===== config.mk =====
export PLATFORM = sky130hd
export DESIGN_NAME = vga_sync_gen
export DESIGN_NICKNAME = d
export VERILOG_FILES = /design/src/rtl/vga_sync_gen.sv
export SDC_FILE = /design/constraint.sdc
export NUM_CORES = 1
export LEC_CHECK = 0
export CORE_MARGIN = 3
export CORE_UTILIZATION = 25
export DETAILED_ROUTE_END_ITERATION = 10
export PLACE_DENSITY = 0.55
export RECOVER_POWER = 100
export SLEW_MARGIN = 20
export SYNTH_ARGS = -nofsm -noshare
export SYNTH_HDL_FRONTEND = slang
export SYNTH_SLANG_ARGS = --single-unit

===== constraint.sdc =====
create_clock -name clk -period 1.7 [get_ports clk]
set_clock_uncertainty 0.15 [all_clocks]
set_input_delay 0.34 -clock clk [delete_from_list [all_inputs] [get_ports clk]]
set_output_delay 0.34 -clock clk [all_outputs]
set_load 0.02 [all_outputs]

===== src/rtl/vga_sync_gen.sv =====
// VGA timing generator: 10-bit pixel/line counters with registered sync, blanking and position decodes.
// Optional feature: define VGA_FRAME_CNT_EN to add the 8-bit frame_cnt output and its register.
module vga_sync_gen #(
  parameter int H_ACTIVE = 640,
  parameter int H_FP     = 16,
  parameter int H_SYNC   = 96,
  parameter int H_BP     = 48,
  parameter int V_ACTIVE = 480,
  parameter int V_FP     = 10,
  parameter int V_SYNC   = 2,
  parameter int V_BP     = 33
) (
  input  logic       clk,
  input  logic       rst,
  input  logic       pix_en,
  output logic       hsync_n,
  output logic       vsync_n,
  output logic       video_on,
  output logic [9:0] x,
  output logic [9:0] y,
  output logic       line_end,
  output logic       frame_start
`ifdef VGA_FRAME_CNT_EN
  ,
  output logic [7:0] frame_cnt
`endif
);

  localparam int H_TOTAL = H_ACTIVE + H_FP + H_SYNC + H_BP;
  localparam int V_TOTAL = V_ACTIVE + V_FP + V_SYNC + V_BP;

  localparam logic [9:0] H_LAST       = 10'(H_TOTAL - 1);
  localparam logic [9:0] V_LAST       = 10'(V_TOTAL - 1);
  localparam logic [9:0] H_VISIBLE    = 10'(H_ACTIVE);
  localparam logic [9:0] V_VISIBLE    = 10'(V_ACTIVE);
  localparam logic [9:0] H_SYNC_FIRST = 10'(H_ACTIVE + H_FP);
  localparam logic [9:0] H_SYNC_LAST  = 10'(H_ACTIVE + H_FP + H_SYNC - 1);
  localparam logic [9:0] V_SYNC_FIRST = 10'(V_ACTIVE + V_FP);
  localparam logic [9:0] V_SYNC_LAST  = 10'(V_ACTIVE + V_FP + V_SYNC - 1);

  logic [9:0] h_cnt;
  logic [9:0] v_cnt;
  logic [9:0] h_cnt_nxt;
  logic [9:0] v_cnt_nxt;
  logic       h_wrap;
  logic       v_wrap;
  logic       hs_active;
  logic       vs_active;
  logic       visible;

  assign h_wrap = (h_cnt == H_LAST);
  assign v_wrap = (v_cnt == V_LAST);

  always_comb begin
    // NOTE: defaults first so every path assigns both outputs and no latch is inferred.
    h_cnt_nxt = h_cnt;
    v_cnt_nxt = v_cnt;
    if (pix_en) begin
      if (h_wrap) begin
        h_cnt_nxt = '0;
        v_cnt_nxt = v_wrap ? '0 : v_cnt + 10'd1;
      end else begin
        h_cnt_nxt = h_cnt + 10'd1;
      end
    end
  end

  always_ff @(posedge clk) begin
    // NOTE: non-blocking assignments so every register samples pre-edge values.
    if (rst) begin
      h_cnt <= '0;
      v_cnt <= '0;
    end else begin
      h_cnt <= h_cnt_nxt;
      v_cnt <= v_cnt_nxt;
    end
  end

  assign hs_active = (h_cnt >= H_SYNC_FIRST) && (h_cnt <= H_SYNC_LAST);
  assign vs_active = (v_cnt >= V_SYNC_FIRST) && (v_cnt <= V_SYNC_LAST);
  assign visible   = (h_cnt < H_VISIBLE) && (v_cnt < V_VISIBLE);

  // Outputs decode the counters as they stand at this edge, so they trail the counters by one clk.
  always_ff @(posedge clk) begin
    if (rst) begin
      hsync_n     <= 1'b1;
      vsync_n     <= 1'b1;
      video_on    <= 1'b0;
      x           <= '0;
      y           <= '0;
      line_end    <= 1'b0;
      frame_start <= 1'b0;
    end else begin
      hsync_n     <= ~hs_active;
      vsync_n     <= ~vs_active;
      video_on    <= visible;
      x           <= h_cnt;
      y           <= v_cnt;
      line_end    <= pix_en & h_wrap;
      frame_start <= pix_en & h_wrap & v_wrap;
    end
  end

`ifdef VGA_FRAME_CNT_EN
  always_ff @(posedge clk) begin
    if (rst) begin
      frame_cnt <= '0;
    end else if (pix_en && h_wrap && v_wrap) begin
      frame_cnt <= frame_cnt + 8'd1;
    end
  end
`endif

endmodule


==> Word level (Yosys, flattened, before mapping) <==
Index checks and enable logic that the tools add are counted.
{ "op_classes": {"order_cmp": 6, "n_reduce_logical": 4, "addsub": 2, "n_mux": 2, "bitwise_logic": 4, "eq_ne": 2, "shifts": 0, "div": 0, "n_mul": 0} }
{ "op_table": {"columns": ["op", "count"], "rows": [
  ["$add 10x1->10 const B", 2],
  ["$eq 10x10->1 const B", 2],
  ["$mux 10", 2],
  ["$ge 10x10->1 const B", 1],
  ["$ge 10x9->1 const B", 1],
  ["$le 10x10->1 const B", 1],
  ["$le 10x9->1 const B", 1],
  ["$lt 10x10->1 const B", 1],
  ["$lt 10x9->1 const B", 1],
  ["$logic_and 1x1->1", 3],
  ["$and 1x1->1", 2],
  ["$not 1->1", 2],
  ["$reduce_and 2->1", 1]
]} }
{ "word_totals": {"mem_count": 0, "mem_bits_rw": 0, "latch_bits": 0, "romBits": 0, "ff_bits": 45} }

==> Logic depth before layout (Yosys ltp) <==
{ "logic_depth": {"word_depth": 3, "mapped_depth": 6} }

==> Worst setup path after synthesis <==
OpenSTA, ideal clock, no wires.
{ "synth_path": {"path_type": "flip-flop to flip-flop", "startpoint": "register h_cnt[0]", "endpoint": "register v_cnt[8]", "n_path_buf": 0, "slack_ns": -0.097, "path_stages_with_launch": 6, "period_less_slack_ns": 1.797, "arrival_ns": 1.576, "setup_ns": 0.070, "path_cell_list": "dfxtp_1 ha_1 and4bb_4 nand4_4 or4_1 a21oi_1"} }
{ "synth_via": {"elab_chain_len": 2} }
{ "synth_rtl": {"columns": ["item", "line", "text"], "rows": [
  ["from (decl)", "41", "logic [9:0] h_cnt;"],
  ["from (signal assigned)", "74", "h_cnt <= h_cnt_nxt;"],
  ["$eq 10x10->1", "51", "assign h_wrap = (h_cnt == H_LAST);"],
  ["$reduce_and 2->1 (no source line)", null, null],
  ["to (signal assigned)", "75", "v_cnt <= v_cnt_nxt;"],
  ["to (decl)", "42", "logic [9:0] v_cnt;"]
]} }
Every way passes these cells.
A chain may end at the register's enable or synchronous reset.

==> Worst setup path after layout <==
Same ends and word-level chain as after synthesis.

==> summary by stage <==
Timing
Setup violations remaining at the end of the flow were counted as 0. The worst path in the final design needs a cycle of 1.68 ns, including I/O delays and setup. Setup slack closes at 0.0162 ns. Setup repair after global routing could not meet its margin everywhere. The number of pins with negative max-slew slack in the final report is 0.

In this run the tightest slew margin relative to its limit is around 79%. The post-route worst hold slack is 0.413 ns. The period utilization is 99.0%. The final hold violation count is 0. At the pin with the least slew margin, the transition time is 0.320 ns. The achievable clock frequency is 594 MHz. After routing, the total negative slack on setup checks comes to 0 ns.

Floorplanning
The starting density of the core is 25.9%. The area inside the core boundary is 6830 um2. The horizontal extent of the die is 90.1 um. Pin placement for this block handled 28 I/O pins. The die area is 8110 um2. The number of placement rows is 30. The die is 90.1 um tall.

Clocking
The H-tree depth is 2. The clock latency of the later-clocked register in the worst-skew pair is 0.30 ns. The root buffer cell is sky130_fd_sc_hd__clkbuf_8. The count of clock tree sinks is 45. Clock-pin slew was measured on the worst setup and hold paths at roughly 0.090 ns.

The CTS tree is built. The maximum number of buffers from clock root to sink is 2. Clock tree synthesis inserted a total of 5 buffers.

For this design, the CTS-stage hold fixing added 0 buffers.

Power
For this design the total switching power over the nets is approximately 430 uW. In this run the static leakage power is around 1.0 nW. Combinational cells account for 4.3% of the total power.

The power density normalized to cell area is 749 nW/um2. The overall power is 1.91 mW. The clock power share is between 30% and 40%. Cell internal power was estimated by the tool at 1.48 mW. The highest ir drop seen on vdd is 0.256 mV. The proportion of total power due to net switching is 22.5%. The sequential fraction of design power is 55.9%.

Drt
For this block, the routed nets add up to roughly 4000 um of wire. The number of search-and-repair iterations in the first detailed-routing pass is 4. The via-per-instance ratio is 4.32.

The via total after detailed routing is 1500. The DRC violation count after routing is 0. The average wire per cell in the routed design is 11.6 um.

After the first detailed-routing iteration, the DRC count stood at 129. The count of antenna-violating nets left after detailed routing is 0.

Final layout
The final non-filler cell total is 347. Summing all non-filler instances in the final layout gives an area of 2550 um2. The utilization after layout is a little under two fifths.

The multi-input combinational cells in the finished layout cover a total of ~870 um2. From synthesis to final layout, the design area changed by 44.4%. The number of antenna diodes in the final layout is 0. The net count reported at finish is 258.

Of the cells placed in the final design, the portion with a size suffix greater than 1 is a little over a quarter. In the final layout, flip-flops and latches occupy 908 um2. Counting the fill cells in the layout gives about 740.

Synth
The count of warnings emitted by yosys is 0. The cell taking the most area after synthesis is sky130_fd_sc_hd__dfxtp_1. Sorting the synthesized cells by how often they occur yields 45 x sky130_fd_sc_hd__dfxtp_1, 23 x sky130_fd_sc_hd__nor2_1, 12 x sky130_fd_sc_hd__nand2_1.

In this run the cell area of the synthesized design comes to 1770 um2. For this run, the leading register cell type out of synthesis is sky130_fd_sc_hd__dfxtp_1. The share of the Yosys chip area taken by registers is approximately 50%. Yosys attributes the largest share of cell area to sky130_fd_sc_hd__dfxtp_1 51%, sky130_fd_sc_hd__nor2_1 4.9%, sky130_fd_sc_hd__nor2b_1 3.9%, sky130_fd_sc_hd__ha_1 3.5%, sky130_fd_sc_hd__nand3_1 2.8%. The count of flip-flops with a built-in enable after synthesis is 0. The unique cell type count in the Yosys netlist is 37. After technology mapping, the gate count stands at 188.

The fraction of registers with async set/reset is 0%. Of the post-synthesis cell area, the dominant cell type holds 51.0%. Counting flops and latches in the post-synthesis netlist gives 45.

The total nets after synthesis is between 150 and 200. By instance count, the leading cell after synthesis is sky130_fd_sc_hd__dfxtp_1. A synthesized cell averages 9.40 um2.

Global routing
The number of global-route vias before repair is 1445. The first-pass GRT wire length is roughly 6700 um. The global-route usage over all layers is 10.2%. The total overflow reported by the global router is 0.

The initial antenna violation count came to 0. Entering global routing, the biggest net connects 17 pins.

Placement
The number of placed instances with taps included is 336. The minimum setup slack after placement is -0.298 ns. The routability congestion estimate from global placement is 0.829.

The wire-length estimate of the detail-placed layout is between 2000 and 3000 um. The count of buffers added on input and output ports is 27. The instance area after placement is 2420 um2.

Flow run
The number of violations of the max-capacitance limit is 0.

Critical path
The number of buffers and inverters on the critical path is 1. The signal on the critical path passes through ha_4 -> and4bb_4 -> nand4_4 -> buf_4 -> o31ai_2 -> a21oi_1. On the critical path, the stage with the largest delay is an instance of sky130_fd_sc_hd__dfxtp_4. STA classifies the critical path endpoint as a flop. The largest stage delay on the critical path is 0.37 ns.

The highest net fanout along the worst path is 7. Data on the critical path is required at its endpoint by 1.75 ns. The worst setup path is launched from a flop. The top cell family by delay on the critical path is simple AND/OR/NAND/NOR gates. The type of the worst setup path is reg2reg.

The arrival time at the worst endpoint is 1.73 ns.

Worst hold path
The class of the worst hold path is reg2reg.

Outcome
The run finished with clean final reports.
==> flip-flops by register name, summed over array words and instances, names as in the netlist <==
register and count:
x 10, v_cnt 10, line_end 1, y 10, hsync_n 1, h_cnt 10, frame_start 1, video_on 1
vsync_n 1
==> repair_timing <==
| action | in CTS | in global routing |
|---|---|---|
| buffers inserted | 1 | 2 |
| hold endpoints to repair | 0 | 0 |
| pin swaps | 3 | 9 |
| cloned | 0 | 0 |
| endpoints found under the setup margin | 28 | 17 |
| resized for setup | 22 | 22 |
==> worst paths after layout <==
check / endpoint / cells after the start / start / slack, ns
max: v_cnt[8]$_SDFFE_PP0P_ / 6 / h_cnt[0]$_SDFFE_PP0P_ / 0.02
max reg2reg: v_cnt[8]$_SDFFE_PP0P_ / 6 / h_cnt[0]$_SDFFE_PP0P_ / 0.02
min: video_on$_SDFF_PP0_ / 1 / v_cnt[9]$_SDFFE_PP0P_ / 0.41
min reg2reg: video_on$_SDFF_PP0_ / 1 / v_cnt[9]$_SDFFE_PP0P_ / 0.41
==> layer usage <==
metal | wire length (um) | up-vias | track usage, %
li1 | - | 768 | -
met1 | 2020 | 694 | 14.2
met2 | 1740 | 32 | 13.8
met3 | 176 | 6 | 3.51
met4 | 80 | 0 | 5.48
met5 | 0 | - | 0
==> layout make-up <==
cell class	instances	share of cell area (%)
clock buffer	6	3.68
tap	96	4.71
inverter	10	1.47
multi-input combinational	123	34.1
clock inverter	2	0.539
timing repair buffer	65	19.9
sequential	45	35.6
==> worst reg2reg max path: cells and delay by family, from the launching register on <==
family,cells,cell delay [ns]
flip-flops,1,0.37
adder cells (fa/ha/maj),1,0.13
buffers and inverters,1,0.20
AND/OR/NAND/NOR,2,0.42
AO/OA/AOI/OAI,2,0.32
==> power by group through the flow <==
| stage | combinational (mW) | sequential, mW | clock (mW) |
|---|---|---|---|
| 2_1_floorplan | 0.0337 | 1.10 | 0 |
| 3_3_place_gp | 0.0888 | 1.09 | 0 |
| 3_5_place_dp | 0.0881 | 1.09 | 0 |
| 4_1_cts | 0.0863 | 1.07 | 0.792 |
| 5_1_grt | 0.0912 | 1.07 | 0.841 |
| 6_report | 0.0818 | 1.07 | 0.760 |
==> layout by cell type, fill, tap and decap left out, drive strengths merged, types with 3 or more instances in the layout <==
master	n
nand4	7
clkbuf	16
o21ai	4
xnor2	5
nand2	12
buf	34
a21oi	8
or3	4
ha	5
inv	11
dlygate4sd2	19
nor3	6
nand3	10
dfxtp	45
a211oi	4
nor2b	11
xor2	3
nor2	23
==> cell families (layout without fill, tap and decap cells) <==
| kind of cell | after synthesis | in the layout | synth area share (%) |
|---|---|---|---|
| DFF | 45 | 45 | 51.0 |
| xor gates and xnor gates | 8 | 8 | 3.97 |
| adders and majority gates | 5 | 5 | 3.54 |
| AOI/OAI and AO/OA | 23 | 23 | 8.50 |
| and+or+nand+nor | 86 | 86 | 27.1 |
| buffers and inverters | 20 | 83 | 5.24 |
| muxes | 1 | 1 | 0.637 |
No activity file was read; power rests on OpenSTA's default activity.
